**config.mk**
```make
export PLATFORM = sky130hd
export DESIGN_NAME = fifo_burst_reader
export DESIGN_NICKNAME = d
export VERILOG_FILES = /design/src/rtl/fifo_pkg.sv /design/src/rtl/stream_buf2.sv /design/src/rtl/fifo_burst_reader.sv
export SDC_FILE = /design/constraint.sdc
export NUM_CORES = 1
export LEC_CHECK = 0
export ABC_AREA = 1
export BUFFER_PORTS_ARGS = -buffer_cell sky130_fd_sc_hd__buf_4
export CORE_MARGIN = 3
export CORE_UTILIZATION = 60
export CTS_BUF_LIST = sky130_fd_sc_hd__clkbuf_16
export DETAILED_ROUTE_END_ITERATION = 8
export PLACE_DENSITY = 0.84
export REMOVE_ABC_BUFFERS = 1
export SLEW_MARGIN = 20
export SYNTH_ARGS = -nofsm -noshare
export SYNTH_HDL_FRONTEND = slang
export SYNTH_SLANG_ARGS = --single-unit
```
**constraint.sdc**
```tcl
create_clock -name clk -period 3.6 [get_ports clk]
set_input_delay 0.18 -clock clk [delete_from_list [all_inputs] [get_ports clk]]
set_output_delay 0.18 -clock clk [all_outputs]
set_load 0.02 [all_outputs]
```
**src/rtl/fifo_pkg.sv**
```systemverilog
// Shared FSM encoding and default widths for the burst reader family.
package fifo_pkg;
   localparam int DATA_WIDTH_DEF = 8;
   localparam int LEN_WIDTH_DEF  = 8;

   typedef enum logic [1:0] {
      ST_IDLE  = 2'd0,
      ST_RUN   = 2'd1,
      ST_DRAIN = 2'd2,
      ST_DONE  = 2'd3
   } state_t;
endpackage

```
**src/rtl/stream_buf2.sv**
```systemverilog
// 2-entry in-order valid/ready buffer: a push is visible at the head one cycle later.
// Push and pop may coincide; the caller must never push into a full buffer without popping.
module stream_buf2 #(
   parameter int DATA_WIDTH = 8
) (
   input  logic                  clk,
   input  logic                  reset,
   input  logic                  i_push,
   input  logic [DATA_WIDTH-1:0] i_push_data,
   input  logic                  i_pop,
   output logic [1:0]            o_count,
   output logic [DATA_WIDTH-1:0] o_head
);
   logic [DATA_WIDTH-1:0] r_ent0;
   logic [DATA_WIDTH-1:0] r_ent1;
   logic [1:0]            r_count;
   logic                  w_pop;
   logic [1:0]            w_cnt_kept;

   assign w_pop      = i_pop && (r_count != 2'd0);
   assign w_cnt_kept = r_count - {1'b0, w_pop};

   // The new word lands in the first slot left occupied-free after this cycle's pop.
   always_ff @(posedge clk) begin
      if (reset) begin
         r_ent0  <= '0;
         r_ent1  <= '0;
         r_count <= 2'd0;
      end else begin
         if (w_pop) begin
            r_ent0 <= r_ent1;
         end
         if (i_push) begin
            if (w_cnt_kept == 2'd0) begin
               r_ent0 <= i_push_data;
            end else begin
               r_ent1 <= i_push_data;
            end
         end
         r_count <= w_cnt_kept + {1'b0, i_push};
      end
   end

   assign o_count = r_count;
   assign o_head  = r_ent0;
endmodule

```
**src/rtl/fifo_burst_reader.sv**
```systemverilog
// Reads a len-word burst from a registered-output FIFO into a valid/ready stream.
// First word appears 3 cycles after start; pops are throttled so at most 2 words are ever held.
module fifo_burst_reader
   import fifo_pkg::*;
#(
   parameter int DATA_WIDTH = DATA_WIDTH_DEF,
   parameter int LEN_WIDTH  = LEN_WIDTH_DEF
) (
   input  logic                  clk,
   input  logic                  reset,
   input  logic                  start,
   input  logic [LEN_WIDTH-1:0]  len,
   output logic                  busy,
   output logic                  done,
   output logic                  fifo_read_en,
   input  logic                  fifo_empty,
   input  logic                  fifo_rvalid,
   input  logic [DATA_WIDTH-1:0] fifo_d_out,
   output logic                  m_valid,
   input  logic                  m_ready,
   output logic [DATA_WIDTH-1:0] m_data
);
   localparam int CW = LEN_WIDTH + 1;

   state_t        r_state;
   state_t        w_state_nxt;
   logic [CW-1:0] r_len;
   logic [CW-1:0] r_received;
   logic          r_inflight;
   logic [1:0]    w_buf_count;
   logic [CW-1:0] w_issued;
   logic [2:0]    w_occ;
   logic          w_xfer;
   logic          w_capture;
   logic          w_space;
   logic          w_read_en;

   assign w_xfer    = m_valid && m_ready;
   assign w_capture = fifo_rvalid && r_inflight;
   assign w_issued  = r_received + CW'(r_inflight);
   // Count the word already in flight plus the one about to be requested.
   assign w_occ     = {1'b0, w_buf_count} + 3'(r_inflight) + 3'd1;
   assign w_space   = (w_occ <= (3'd2 + 3'(w_xfer)));

   always_comb begin
      w_state_nxt = r_state;
      w_read_en   = 1'b0;
      case (r_state)
         ST_IDLE: begin
            if (start) begin
               w_state_nxt = (len == '0) ? ST_DONE : ST_RUN;
            end
         end
         ST_RUN: begin
            w_read_en = !fifo_empty && (w_issued < r_len) && w_space;
            if ((r_received == r_len) && !r_inflight) begin
               w_state_nxt = ST_DRAIN;
            end
         end
         ST_DRAIN: begin
            if (w_buf_count == 2'd0) begin
               w_state_nxt = ST_DONE;
            end
         end
         ST_DONE: begin
            w_state_nxt = ST_IDLE;
         end
         default: begin
            w_state_nxt = ST_IDLE;
         end
      endcase
   end

   // A pop that upstream did not honour never raises received, so it is simply reissued.
   always_ff @(posedge clk) begin
      if (reset) begin
         r_state    <= ST_IDLE;
         r_len      <= '0;
         r_received <= '0;
         r_inflight <= 1'b0;
      end else begin
         r_state    <= w_state_nxt;
         r_inflight <= w_read_en;
         if ((r_state == ST_IDLE) && start) begin
            r_len      <= CW'(len);
            r_received <= '0;
         end else if (w_capture) begin
            r_received <= r_received + CW'(1);
         end
      end
   end

   stream_buf2 #(
      .DATA_WIDTH (DATA_WIDTH)
   ) u_buf (
      .clk         (clk),
      .reset       (reset),
      .i_push      (w_capture),
      .i_push_data (fifo_d_out),
      .i_pop       (w_xfer),
      .o_count     (w_buf_count),
      .o_head      (m_data)
   );

   assign m_valid      = (w_buf_count != 2'd0);
   assign busy         = (r_state != ST_IDLE);
   assign done         = (r_state == ST_DONE);
   assign fifo_read_en = w_read_en;
endmodule

```
==> flow_summary.json, run 1 <==
{
  "status": "finished clean",
  "port_buffers": 33,
  "max_freq_mhz": 383,
  "cts_resized": 0,
  "htreeDepth": 2,
  "powerDensity_nw_per_um2": 610,
  "hold_buffers": 0,
  "period_needed_ps": 2610,
  "core_sq_um": 3420,
  "yosysWarnings": 0,
  "grtUsageMet2_pct": 42.6,
  "p_leak_nw": 1.31,
  "drt.antenna.violating_nets": 0,
  "worstPathMaxFanout": 5,
  "cp-start-kind": "flop",
  "grt_pass1_vias": 1989,
  "reg2reg_depth": 10,
  "hold_viol": 0,
  "cts.sinks": 38,
  "hpwl_microns": 3770,
  "regToRegSetupSlack_ps": 1050,
  "cp-end-kind": "output port",
  "top_usage_layer": "met2",
  "cts_setup_buffers": 0,
  "initial_core_util_pct": 64.0,
  "grt_pass1_wl_microns": 8790,
  "drt-total-wl_microns": 5260,
  "worst_hold_path.num_cells": 2,
  "required_ps": 3420,
  "critPathLaunch": "r_inflight",
  "hold_class": "input port to flop",
  "drc_errors": 0,
  "avgSynthCellArea_sq_um": 6.90,
  "regArea_sq_um": 761,
  "fin_crit_sh_pct": 72.5,
  "gp_congestion": 0.970,
  "cts_tree": "done",
  "worstSetupPathType": "flop to output port",
  "clock_path_buffers": 2,
  "fillCellCount": 267,
  "power_mw": 1.61,
  "r2r-end": "u_buf.r_ent1[4]",
  "clock_latency_ps": 280,
  "setup_violations": 0,
  "cts-root-buf": "clkbuf_16",
  "cp_data_arrival_time_ps": 2430,
  "antenna_cells": 0,
  "track_usage_pct": 26.7,
  "rsz0062_at_grt": "no",
  "wl_per_cell_microns": 13.2,
  "synth_cells": 317,
  "synth.ff_latch_count": 38,
  "clk_pin_slew_ps": 60,
  "fp.dieW_microns": 66.4,
  "slew_viol_final": 0,
  "gr-total-overflow": 0,
  "min-delay-start": "reset",
  "worst_pin_slew_ps": 643,
  "drtIter0Drc": 110,
  "viasPerCell": 5.38,
  "min_to": "u_buf.r_ent1[0]",
  "ys_types": 24,
  "drive_gt1_share_pct": 15.3,
  "ir_worst_vdd_mv": 0.388,
  "max_cap_viol_count": 0,
  "die_h_microns": 66.4,
  "fp-row-count": 21,
  "drt_pass1_iterations": 4,
  "multiInputGateArea_sq_um": 1200,
  "ios": 34,
  "synth_seq_area_share_pct": 34.8,
  "nNetsFinal": 393,
  "met3_usage_pct": 7.99,
  "cts_made_buffers": 5,
  "slew_headroom_pct": 57.1,
  "tns_ps": 0,
  "dieArea_sq_um": 4400,
  "grt_max_degree": 27,
  "antenna_found_initial": 0,
  "grt_use_met1_pct": 33.3,
  "r2r_start": "u_buf.o_count[1]",
  "final.setup_skew_ps": 2.80,
  "area_growth_pct": 21.0,
  "vias": 2142,
  "synth_area_sq_um": 2190
}
where the power goes:
part / leakage (nW) / internal [mW] / switching (mW)
logic: 0.905 / 0.193 / 0.346
clock network: 0.0915 / 0.394 / 0.166
registers: 0.309 / 0.478 / 0.0369
total: 1.31 / 1.06 / 0.549
cells in the mapped netlist (all sizes together):
master | n | area, sq um
xor2 | 6 | 52.6
dfxtp | 38 | 761
buf | 3 | 23.8
clkbuf | 3 | 12.5
o21ai | 39 | 195
nand3 | 11 | 55.1
or2 | 1 | 6.26
a31oi | 4 | 25.0
nor2 | 36 | 145
o21bai | 1 | 11.3
ha | 20 | 250
nor4 | 1 | 6.26
nand2 | 73 | 282
inv | 49 | 184
nor3 | 3 | 31.3
a21oi | 29 | 145
metrics by stage:
step	setup WS (ps)	cell area, sq um	hold WS (ps)	std cells	util, %
6_report	989	2640	101	398	77.4
3_5_place_dp	1170	2450	397	390	71.9
3_3_place_gp	1210	2450	398	390	71.9
4_1_cts	974	2640	98.7	398	77.4
5_1_grt	742	2640	103	398	77.4
2_1_floorplan	1490	2150	247	311	-
cells by family after synthesis:
logic type,count (synthesis),share of synthesized area [%]
flip-flops,38,34.8
adder cells (fa/ha/maj),20,11.4
buffers and inverters,55,10.1
AO/OA/AOI/OAI,73,17.2
XOR/XNOR,6,2.40
AND/OR/NAND/NOR,125,24.0
worst max-delay path, cell delays in order, from the launching register on:
cell and delay (ps):
dfxtp_1 410, ha_1 190, nand2_1 80, nor2_2 200
inv_1 80, nor2_1 150, xor2_1 210, ha_1 290
nand2_1 90, inv_1 40, nand2_1 60, nand2_1 50
nand2_1 50, nand2_1 70, inv_1 60, buf_4 130
worst max-delay path by stage:
stage,end,depth (start not counted),slack [ps]
6_report,fifo_read_en,15,990
5_1_grt,u_buf.r_ent1[1],10,740
4_1_cts,fifo_read_en,15,970
3_5_place_dp,u_buf.o_head[2],11,1170
3_3_place_gp,u_buf.o_head[2],11,1210
2_1_floorplan,u_buf.r_ent1[4],10,1490
registers in the layout, indices dropped and copies added (netlist names):
register and flops:
r_inflight 1, u_buf.r_ent1 8, u_buf.o_count 2, r_received 9, u_buf.o_head 8, r_state 2, r_len 8
routing by layer:
metal | share of wire (%) | wire [microns]
met5 | 0 | 0
met4 | 2.5 | 133
met3 | 7.5 | 392
met2 | 46 | 2410
met1 | 44 | 2320
placed cells by master, fill, tap and decap left out:
master      n
nand2_1    70
or2_2       1
nand3_1    11
bufinv_16   2
o21bai_2    1
nor3_4      1
inv_1      46
nor3_1      1
buf_4      33
a31oi_1     4
o21ai_0    39
dfxtp_1    38
nor2_1     32
clkbuf_16   5
nor2_2      4
clkinv_1    1
nor3_2      1
nor4_1      1
a21oi_1    29
inv_2       3
nand2_2     3
ha_1       20
xor2_1      6
area by class of cell:
class                      count  area share, %
tap                           46           2.18
inverter                      49           6.96
multi-input combinational    224           45.6
clock buffer                   5           4.73
timing repair buffer          33           9.37
clock inverter                 3           2.41
sequential                    38           28.8
No activity file was read; power rests on OpenSTA's default activity.
==> run 2, diff against run 1 <==
- CORE_UTILIZATION: 60 -> 56
- PLACE_DENSITY: 0.84 -> 0.79
- clock period: 3.6 -> 2.6 ns (I/O delays scaled with it)
==> run 2 against run 1 <==
Against the previous run: count of clock-buffer cells in the layout unchanged; combinational power up 38%; final cell count up 1.0%; largest cell class unchanged; non-clock buffer count up 2; critical endpoint unchanged; global-route usage down 2.0 points; die area up 6.5%; via count down 1.6%; sequential share of layout area down 0.20 points; clock power up 39%; power up 38%.
==> flow_summary.json, run 2 (synthesis results as in run 1) <==
{
  "clock_latency_ps": 280,
  "cpMostUsedCell": "nand2_1",
  "nNetsFinal": 395,
  "powerDensity_nw_per_um2": 834,
  "vias": 2108,
  "wl_per_cell_microns": 12.8,
  "drc_errors": 0,
  "fin_crit_sh_pct": 91.7,
  "cts.sinks": 38,
  "dieArea_sq_um": 4690,
  "worst_pin_slew_ps": 624,
  "ir_worst_vdd_mv": 0.509,
  "grt_pass1_wl_microns": 8580,
  "period_needed_ps": 2380,
  "cp_data_arrival_time_ps": 2250,
  "core_sq_um": 3720,
  "hold_buffers": 0,
  "final_common_cell": "nand2_1",
  "drt.antenna.violating_nets": 0,
  "fp.dieW_microns": 68.5,
  "viasPerCell": 5.24,
  "setup_violations": 0,
  "status": "finished clean",
  "drtIter0Drc": 124,
  "cts_made_buffers": 5,
  "hold_slack_ps": 47.4,
  "gr-total-overflow": 0,
  "port_buffers": 33,
  "largest_reg_flops": 9,
  "regToRegSetupSlack_ps": 490,
  "fp-row-count": 22,
  "grt_max_degree": 27,
  "clk_pin_slew_ps": 50,
  "max_cap_viol_count": 0,
  "max_freq_mhz": 420,
  "fin_util_pct": 72.0,
  "p_leak_nw": 1.31,
  "r2r-end": "u_buf.r_ent1[6]",
  "power_mw": 2.23,
  "antenna_found_initial": 0,
  "crit_slowest_cell": "dfxtp_2",
  "die_h_microns": 68.5,
  "area_growth_pct": 22.4,
  "tns_ps": 0,
  "final.setup_skew_ps": 4.30,
  "worstPathMaxFanout": 5,
  "track_usage_pct": 24.7,
  "clock_path_buffers": 2,
  "drt-total-wl_microns": 5150,
  "cp-end-kind": "output port",
  "crit_chain": "ha_2 > nand2_2 > nand2_1 > nand2_1 > inv_1 > ha_1 > nand2_1 > o21ai_0 > nand3_1 > nand2_1 > nand2_1 > nand2_1 > nand2_1 > nand2_1 > inv_1 > buf_4",
  "required_ps": 2470,
  "pre_cts_ws_ps": 355,
  "hold_class": "input port to flop",
  "reg2reg_depth": 10,
  "top_register": "r_received",
  "cp-start-kind": "flop",
  "cts-root-buf": "clkbuf_16",
  "initial_core_util_pct": 58.8,
  "r2r_start": "u_buf.o_count[1]",
  "fin_ws_ps": 216,
  "worstSetupPathType": "flop to output port",
  "hold_viol": 0,
  "drt_pass1_iterations": 5,
  "htreeDepth": 2,
  "grt_pass1_vias": 2029,
  "gp_congestion": 0.894,
  "antenna_cells": 0,
  "slew_headroom_pct": 58.4,
  "cts_resized": 0,
  "drive_gt1_share_pct": 17.2,
  "cts_tree": "done",
  "crit_end": "fifo_read_en",
  "critPathLaunch": "r_received[0]",
  "cts_setup_buffers": 0,
  "layout_common_cells": "69 x nand2_1, 46 x inv_1, 39 x o21ai_0",
  "hpwl_microns": 3920,
  "slew_viol_final": 0,
  "cpPeakStageDelay_ps": 340,
  "ios": 34
}
run 2: cell types whose count changed in the layout (fill, tap and decap cells not counted):
cell	change
ha_2	+1
nand2_1	-1
ha_1	-1
nor2_2	-1
nand2_2	+1
nor2_4	+1
dfxtp_2	+3
dfxtp_1	-3
buf_4	+2
run 2: metrics by stage:
| step | cells | cell area (sq um) |
|---|---|---|
| floorplan | 311 | 2150 |
| global placement | 394 | 2470 |
| detailed placement | 394 | 2470 |
| CTS | 402 | 2660 |
| global route | 402 | 2680 |
| finish | 402 | 2680 |
run 2: layer usage:
| metal | track usage (%) | share of wire, % | vias up |
|---|---|---|---|
| li1 | - | - | 1082 |
| met1 | 26.6 | 41 | 966 |
| met2 | 46.7 | 53 | 49 |
| met3 | 5.58 | 3.7 | 11 |
| met4 | 7.94 | 1.9 | 0 |
| met5 | 0 | 0 | - |
run 2: worst min-delay path by stage:
stage | from | endpoint | slack, ps | cells past startpoint
2_1_floorplan | reset | r_inflight | 200 | 1
3_3_place_gp | reset | r_inflight | 340 | 2
3_5_place_dp | reset | r_inflight | 340 | 2
4_1_cts | reset | r_inflight | 50 | 2
5_1_grt | reset | r_inflight | 50 | 2
6_report | reset | r_inflight | 50 | 2
run 2: final cells by class:
class                      count  area, sq um
tap                           48         60.1
sequential                    38          764
fill                         313         1040
timing repair buffer          35          263
clock buffer                   5          125
inverter                      49          184
clock inverter                 3         63.8
multi-input combinational    224         1210
run 2: worst max-delay path: cells and delay by family, from the launching register on:
kind / cells / cell delay (ps)
AOI/OAI and AO/OA: 1 / 200
DFF: 1 / 340
adders and majority gates: 2 / 480
and+or+nand+nor: 10 / 690
buffers and inverters: 3 / 240
run 2: report_power, final:
part	internal, mW	switching, mW	total (mW)
clock network	0.546	0.234	0.780
registers	0.662	0.0504	0.712
logic	0.277	0.463	0.740
